`config.mk`:
```
export PLATFORM = sky130hd
export DESIGN_NAME = instr_mem_loader_flat
export DESIGN_NICKNAME = d
export VERILOG_FILES = /design/src/rtl/instr_mem_loader_pkg.sv /design/src/rtl/instr_mem_loader_if.sv /design/src/rtl/instr_byte_packer.sv /design/src/rtl/instr_mem_loader.sv /design/src/flat_wrapper.sv
export SDC_FILE = /design/constraint.sdc
export NUM_CORES = 1
export LEC_CHECK = 0
export BUFFER_PORTS_ARGS = -buffer_cell sky130_fd_sc_hd__buf_2
export CAP_MARGIN = 25
export CORE_MARGIN = 10
export CORE_UTILIZATION = 55
export CTS_CLUSTER_DIAMETER = 120
export DETAILED_ROUTE_END_ITERATION = 16
export PLACE_DENSITY = 0.8
export SYNTH_ARGS = -nofsm -noshare
export SYNTH_HDL_FRONTEND = slang
export SYNTH_HIERARCHICAL = 1
export SYNTH_SLANG_ARGS = --single-unit
```
`constraint.sdc`:
```
create_clock -name clk_i -period 4.7 [get_ports clk_i]
set_clock_uncertainty 0.1 [all_clocks]
set_input_delay 0.705 -clock clk_i [delete_from_list [all_inputs] [get_ports clk_i]]
set_output_delay 0.705 -clock clk_i [all_outputs]
set_load 0.02 [all_outputs]
```
`src/rtl/instr_mem_loader_pkg.sv`:
```
// Shared types and constants for the instruction-memory loader.
// No logic of its own; imported by the loader, packer and interface users.
// Holds the FSM encoding and the word/address geometry.
package instr_mem_loader_pkg;

  typedef enum logic [1:0] {
    ST_IDLE  = 2'd0,
    ST_LOAD  = 2'd1,
    ST_WRITE = 2'd2,
    ST_DONE  = 2'd3
  } state_t;

  localparam int WORD_BYTES    = 4;
  localparam int MEM_DEPTH_DEF = 32;
  // Word index to byte address: addr = idx << ADDR_SHIFT.
  localparam int ADDR_SHIFT    = 2;

endpackage

```
`src/rtl/instr_mem_loader_if.sv`:
```
// Byte-stream input plus instruction-memory write port of the loader.
// Pure wiring, no latency.
// byte_ready_o is the only backpressure signal; the write port has none.
interface instr_mem_loader_if;
  logic [7:0]  byte_i;
  logic        byte_valid_i;
  logic        byte_ready_o;
  logic        wr_en_o;
  logic [31:0] wr_addr_o;
  logic [31:0] wr_data_o;

  // Loader side: consumes bytes, drives memory writes.
  modport master (
    input  byte_i, byte_valid_i,
    output byte_ready_o, wr_en_o, wr_addr_o, wr_data_o
  );

  // Environment side: byte source and instruction memory.
  modport slave (
    output byte_i, byte_valid_i,
    input  byte_ready_o, wr_en_o, wr_addr_o, wr_data_o
  );
endinterface

```
`src/rtl/instr_byte_packer.sv`:
```
// Big-endian byte-to-word packer: first byte ends up in [31:24].
// word_full_o is combinational on the shift that completes a word.
// No backpressure of its own; the caller decides when to shift.
module instr_byte_packer
  import instr_mem_loader_pkg::*;
(
  input  logic        clk_i,
  input  logic        rst_i,
  input  logic        clr_i,
  input  logic        shift_i,
  input  logic [7:0]  byte_i,
  output logic [31:0] word_o,
  output logic        word_full_o
);

  localparam logic [1:0] LAST_IDX = 2'(WORD_BYTES - 1);

  logic [1:0]  r_cnt;
  logic [31:0] r_shift;

  // Shift bytes in from the bottom; clear wins over a same-cycle shift.
  always_ff @(posedge clk_i) begin
    if (rst_i || clr_i) begin
      r_cnt   <= 2'd0;
      r_shift <= 32'd0;
    end else if (shift_i) begin
      r_cnt   <= r_cnt + 2'd1;
      r_shift <= {r_shift[23:0], byte_i};
    end
  end

  assign word_o      = r_shift;
  assign word_full_o = shift_i && (r_cnt == LAST_IDX);

endmodule

```
`src/rtl/instr_mem_loader.sv`:
```
// Packs a byte stream into 32-bit words and writes them to addr 0,4,8,...
// 4th byte accepted at edge N -> wr_en_o high in cycle N+1; 5 cycles/word min.
// byte_ready_o is high only in LOAD; it drops for the WRITE cycle of each word.
module instr_mem_loader
  import instr_mem_loader_pkg::*;
#(
  parameter int MEM_DEPTH = MEM_DEPTH_DEF,
  parameter int CNT_W     = 6
) (
  input  logic             clk_i,
  input  logic             rst_i,
  input  logic             start_i,
  input  logic             abort_i,
  input  logic [CNT_W-1:0] len_i,
  instr_mem_loader_if.master mem_bus,
  output logic             busy_o,
  output logic             done_o,
  output logic [CNT_W-1:0] wr_count_o
);

  localparam logic [CNT_W-1:0] DEPTH_C = CNT_W'(MEM_DEPTH);

  state_t           r_state, w_next;
  logic [CNT_W-1:0] r_len, r_word_cnt, r_wr_count;
  logic [CNT_W-1:0] w_len_eff, w_cnt_inc;
  logic [31:0]      r_addr_hold, r_data_hold;
  logic [31:0]      w_word, w_addr;
  logic             w_start, w_shift, w_word_full, w_pk_clr, w_wr;

  // Zero and out-of-range lengths both mean a full memory image.
  assign w_len_eff = ((len_i == '0) || (len_i > DEPTH_C)) ? DEPTH_C : len_i;
  assign w_start   = start_i && ((r_state == ST_IDLE) || (r_state == ST_DONE));
  assign w_shift   = (r_state == ST_LOAD) && mem_bus.byte_valid_i;
  assign w_wr      = (r_state == ST_WRITE) && !abort_i;
  assign w_cnt_inc = r_word_cnt + CNT_W'(1);
  assign w_addr    = 32'(r_word_cnt) << ADDR_SHIFT;

  instr_byte_packer u_packer (
    .clk_i       (clk_i),
    .rst_i       (rst_i),
    .clr_i       (w_pk_clr),
    .shift_i     (w_shift),
    .byte_i      (mem_bus.byte_i),
    .word_o      (w_word),
    .word_full_o (w_word_full)
  );

  // Next state; the packer is flushed on start, abort and after each write.
  always_comb begin
    w_next   = r_state;
    w_pk_clr = 1'b0;
    case (r_state)
      ST_IDLE, ST_DONE: begin
        if (start_i) begin
          w_next   = ST_LOAD;
          w_pk_clr = 1'b1;
        end
      end
      ST_LOAD: begin
        if (abort_i) begin
          w_next   = ST_IDLE;
          w_pk_clr = 1'b1;
        end else if (w_word_full) begin
          w_next = ST_WRITE;
        end
      end
      ST_WRITE: begin
        w_pk_clr = 1'b1;
        if (abort_i)                 w_next = ST_IDLE;
        else if (w_cnt_inc == r_len) w_next = ST_DONE;
        else                         w_next = ST_LOAD;
      end
      default: w_next = ST_IDLE;
    endcase
  end

  // State, length/word counters and the held address/data of the last write.
  always_ff @(posedge clk_i) begin
    if (rst_i) begin
      r_state     <= ST_IDLE;
      r_len       <= '0;
      r_word_cnt  <= '0;
      r_wr_count  <= '0;
      r_addr_hold <= 32'd0;
      r_data_hold <= 32'd0;
    end else begin
      r_state <= w_next;
      if (w_start) begin
        r_len      <= w_len_eff;
        r_word_cnt <= '0;
        r_wr_count <= '0;
      end
      if (w_wr) begin
        r_word_cnt  <= w_cnt_inc;
        r_wr_count  <= w_cnt_inc;
        r_addr_hold <= w_addr;
        r_data_hold <= w_word;
      end
    end
  end

  assign mem_bus.byte_ready_o = (r_state == ST_LOAD);
  assign mem_bus.wr_en_o      = w_wr;
  assign mem_bus.wr_addr_o    = w_wr ? w_addr : r_addr_hold;
  assign mem_bus.wr_data_o    = w_wr ? w_word : r_data_hold;
  assign busy_o               = (r_state == ST_LOAD) || (r_state == ST_WRITE);
  assign done_o               = (r_state == ST_DONE);
  assign wr_count_o           = r_wr_count;

endmodule

```
`src/flat_wrapper.sv`:
```
// flat-port wrapper written by rule: the top's interface ports become plain ports
module instr_mem_loader_flat import instr_mem_loader_pkg::*;
#(
  parameter int MEM_DEPTH = MEM_DEPTH_DEF,
  parameter int CNT_W     = 6
)
  (clk_i, rst_i, start_i, abort_i, len_i, busy_o, done_o, wr_count_o, mem_bus_byte_i, mem_bus_byte_valid_i, mem_bus_byte_ready_o, mem_bus_wr_en_o, mem_bus_wr_addr_o, mem_bus_wr_data_o);
  instr_mem_loader_if mem_bus_i ();
  input  logic clk_i;
  input  logic rst_i;
  input  logic start_i;
  input  logic abort_i;
  input  logic [CNT_W-1:0] len_i;
  output logic busy_o;
  output logic done_o;
  output logic [CNT_W-1:0] wr_count_o;
  input wire logic [$bits(mem_bus_i.byte_i)-1:0] mem_bus_byte_i;
  input wire logic [$bits(mem_bus_i.byte_valid_i)-1:0] mem_bus_byte_valid_i;
  output wire logic [$bits(mem_bus_i.byte_ready_o)-1:0] mem_bus_byte_ready_o;
  output wire logic [$bits(mem_bus_i.wr_en_o)-1:0] mem_bus_wr_en_o;
  output wire logic [$bits(mem_bus_i.wr_addr_o)-1:0] mem_bus_wr_addr_o;
  output wire logic [$bits(mem_bus_i.wr_data_o)-1:0] mem_bus_wr_data_o;
  assign mem_bus_i.byte_i = mem_bus_byte_i;
  assign mem_bus_i.byte_valid_i = mem_bus_byte_valid_i;
  assign mem_bus_byte_ready_o = mem_bus_i.byte_ready_o;
  assign mem_bus_wr_en_o = mem_bus_i.wr_en_o;
  assign mem_bus_wr_addr_o = mem_bus_i.wr_addr_o;
  assign mem_bus_wr_data_o = mem_bus_i.wr_data_o;
  instr_mem_loader #(.MEM_DEPTH(MEM_DEPTH), .CNT_W(CNT_W)) u_core (.clk_i(clk_i), .rst_i(rst_i), .start_i(start_i), .abort_i(abort_i), .len_i(len_i), .mem_bus(mem_bus_i), .busy_o(busy_o), .done_o(done_o), .wr_count_o(wr_count_o));
endmodule
```
==> results.txt <==
The run finished with clean final reports. The I/O pin count is 93. The least setup slack across all paths after layout is roughly 1300 ps. The fraction of synthesis flops using an asynchronous set or reset pin came out at 0%.

The share of synthesized area in the top cell type comes to 50.1%. The final total negative setup slack is 0 ps. For flop-to-flop paths, the worst setup slack is 2010 ps.

In this run the static leakage power is 2.38 nW. The core occupancy in the finished layout came out at 64.8%. The initial antenna violation count was 0. The overall fraction of global-route tracks in use is 15.7%. Setup violations remaining at the end of the flow were counted as 0. The number of max-slew violations in the final report came to 0. The deepest level of the CTS H-tree is 3.

Setup repair after global routing left no endpoint under its margin. The actual transition at the worst max-transition pin came out at 791 ps. The cell count of the worst hold path is 2. The number of max-capacitance violations reported came out at 0. Dividing the detail-routed wire length by the instance count gives 13.6 um. The aggregate routed wire length is 9270 um. The first detailed-routing pass ran for 4 iterations. The global-route wire length before repair is 15,500 um. The non-filler instance count after layout came out at slightly below 700. Data on the critical path is required at its endpoint by 3890 ps.

The TritonCTS sink count is 112. CTS placed an instance of clkbuf_8 at the clock tree root. The hold-fix buffer count after cts came out at 0. The die outline width came out at roughly 110 um.

The sequential cell area fraction in the yosys report came out at 50.1%. The worst setup path is launched from a flip-flop. No sink is reached through more buffers than the 2 on the longest clock path. The CTS tree is done.

The endpoint of the worst register-to-register path is u_core/wr_count_o[3]. The total area of multi-input combinational cells came out at 1990 um^2. The sequential cell area is 2240 um^2. The hold-critical path endpoint is u_core/r_data_hold[27]. The total power density per cell area is 313 nW/um^2. OpenSTA, run right after detailed placement, puts the worst setup slack at roughly 1300 ps. The maximum number of pins on one net before global-route repair is 80. After the last flow step, the layout net total stands at 599. The repair_antennas step left the layout with diodes totalling 0. In the routed layout, each cell is associated on average with a via count of 4.97. The worst endpoint data arrival time came out at 2620 ps. The startpoint identified for the worst hold timing path is u_core/r_data_hold[27]. The period utilization is 72.9%. The number of setup buffers added after CTS came out at 0. In the synthesized netlist the dominant register cell turns out to be dfxtp_1. The highest achievable clock rate came out at 292 MHz.

The total half-perimeter wirelength after legalization and detailed placement came out at 6450 um. The cell count of the worst reg-to-reg path is 7. The worst hold-check slack is 368 ps.

Input and output buffers added on the ports amount to slightly above 90. The maximum net fanout on the critical path is 72. The total nets after synthesis came out at 526.

The count of standard-cell rows is 32. The total congestion overflow after global routing is 0. The number of enable flip-flop cells after synthesis came out at 0. The leading area contributor after synthesis is dfxtp_1.

The residual DRC count is 0. The final-layout fill cell count is 675. The area of the die came out at 12,200 um^2.

The largest voltage drop on the vdd net came out at 0.212 mV. Compared with the post-synthesis result, the final layout area differs by 13.0%. The count of cells resized by post-cts repair came out at 0.

The final hold violation count is 0. The critical setup path kind is flip-flop to output port. Counting tap cells, the placed design contains a total of 666 instances. The effective utilization at floorplan came out at between 50 and 60%.

The routed via count came out at 3,391. The final estimated routing congestion in global placement came out at roughly 0.8. The area of the core is 7810 um^2. The clock insertion delay at the later pin of the skew report came out at 350 ps. The chip height came out at approximately 110 um. The synthesis-stage register bit count came out at about 110.

The violation count after the first detailed-route iteration came out at 167. The detail route stage leaves a number of antenna-violating nets equal to 0. Clock tree synthesis inserted a total of 9 buffers. The clock input transition at the sequential cells of the worst setup and hold paths is 100 ps. In the final layout, the share of cells above drive strength 1 is 20.3%.

The type of the most critical hold path is flip-flop to flip-flop. The number of global-route vias before repair is 3,317. The warning count from the yosys run came out at 6. The time the final worst path needs with I/O delays and setup is 3430 ps. Synthesis produced 502 cells. The post-synthesis cell type count is 44. Dividing the synthesized area by the synthesized cell count gives about 8.9 um^2. Measured against its own limit, the worst slew margin works out to a little under half. Sorting the synthesized cells by area gives the leading types as dfxtp_1 50%, nand2_1 9.6%, mux2i_1 7.4%, a21oi_1 5.6%, and2_1 3.9%. The beginning of the worst register-to-register path is u_core/r_state[0]. The post-synthesis cell area is 4480 um^2. The worst setup path is captured at an output port.
==> synth_stat cells, types with 2 or more instances <==
cell      count
nand3b_1      2
buf_6         6
inv_1         3
ha_1          5
or3_1         3
o21ai_0       4
dfxtp_1     112
xor2_1        3
and2_0        2
buf_2        10
nor3_1        3
xnor2_1       6
and2b_1      12
buf_4         4
nor3b_1       5
a211oi_1      2
nand2_1     115
nor2b_1      15
nand3_1       3
buf_8         3
mux2i_1      33
clkbuf_1      8
a21oi_1      50
and2_1       28
nor2_1       46
==> worst max-delay path, stage by stage (launching register included) <==
cell and delay (ps):
dfxtp_1 410, inv_1 60, ha_1 240, nand2b_4 550
inv_2 510, nand2_1 220, nand2_1 80, buf_2 160
==> state kept, by name (all words and copies together) (netlist names) <==
register / count
u_core/r_state: 2
u_core/wr_count_o: 6
u_core/u_packer/word_o: 32
u_core/r_len: 6
u_core/r_addr_hold: 32
u_core/r_data_hold: 32
u_core/u_packer/r_cnt: 2
==> per-layer routing <==
| layer | share of wire [%] | vias up | global-route usage [%] |
|---|---|---|---|
| li1 | - | 1786 | - |
| met1 | 43 | 1546 | 18.5 |
| met2 | 50 | 57 | 27.0 |
| met3 | 6.3 | 2 | 4.64 |
| met4 | 0.41 | 0 | 4.50 |
| met5 | 0 | - | 0 |
==> cell type report <==
type / count / area share, %
timing repair buffer: 95 / 9.94
clock buffer: 11 / 2.79
sequential: 112 / 44.3
tap: 102 / 2.52
inverter: 4 / 0.297
multi-input combinational: 353 / 39.3
clock inverter: 5 / 0.816
==> cell families (layout without fill, tap and decap cells) <==
family                   Yosys count  after routing  synth area share [%]
buffers and inverters             37            115                  5.50
adder cells (fa/ha/maj)            5              5                  1.40
flip-flops                       112            112                  50.1
multiplexers                      33             33                  7.38
AND/OR/NAND/NOR                  243            243                  26.1
XOR/XNOR                           9              9                  1.76
AO/OA/AOI/OAI                     63             63                  7.77
==> worst max-delay path by stage <==
stage | slack, ps | start | to
floorplan | 2340 | abort_i | mem_bus_wr_addr_o[2]
global placement | 1370 | abort_i | mem_bus_wr_data_o[19]
detailed placement | 1320 | abort_i | mem_bus_wr_data_o[24]
CTS | 1240 | u_core/r_state[0] | mem_bus_wr_data_o[27]
global route | 960 | u_core/r_state[0] | mem_bus_wr_data_o[27]
finish | 1270 | u_core/r_state[0] | mem_bus_wr_data_o[27]
==> cells in the final DEF (no fill, tap or decap), types with 3 or more instances in the layout <==
master | netlist | layout
clkbuf_8 | 0 | 10
or3_1 | 3 | 3
xor2_1 | 3 | 3
nor3_1 | 3 | 3
a21oi_1 | 50 | 50
o21ai_0 | 4 | 4
xnor2_1 | 6 | 6
mux2i_1 | 33 | 33
and2_1 | 28 | 27
inv_1 | 3 | 3
dfxtp_1 | 112 | 112
nor2_1 | 46 | 46
buf_2 | 10 | 92
and2b_1 | 12 | 12
nand2_1 | 115 | 115
nand3_1 | 3 | 3
ha_1 | 5 | 5
nor2b_1 | 15 | 15
nor3b_1 | 5 | 5
==> power by group <==
group	switching, mW	internal, mW	total [mW]
sequential	0.00602	0.955	0.961
combinational	0.0605	0.0406	0.101
clock	0.309	0.213	0.521
total	0.375	1.21	1.58
==> per-stage QoR <==
| step | total power, mW | cell area (um^2) |
|---|---|---|
| after floorplan | 1.07 | 4480 |
| after CTS | 1.61 | 5060 |
| final | 1.58 | 5060 |
| after detailed placement | 1.08 | 4880 |
| after global routing | 1.66 | 5060 |
| after global placement | 1.08 | 4850 |
Power figures use the tool's default switching activity.
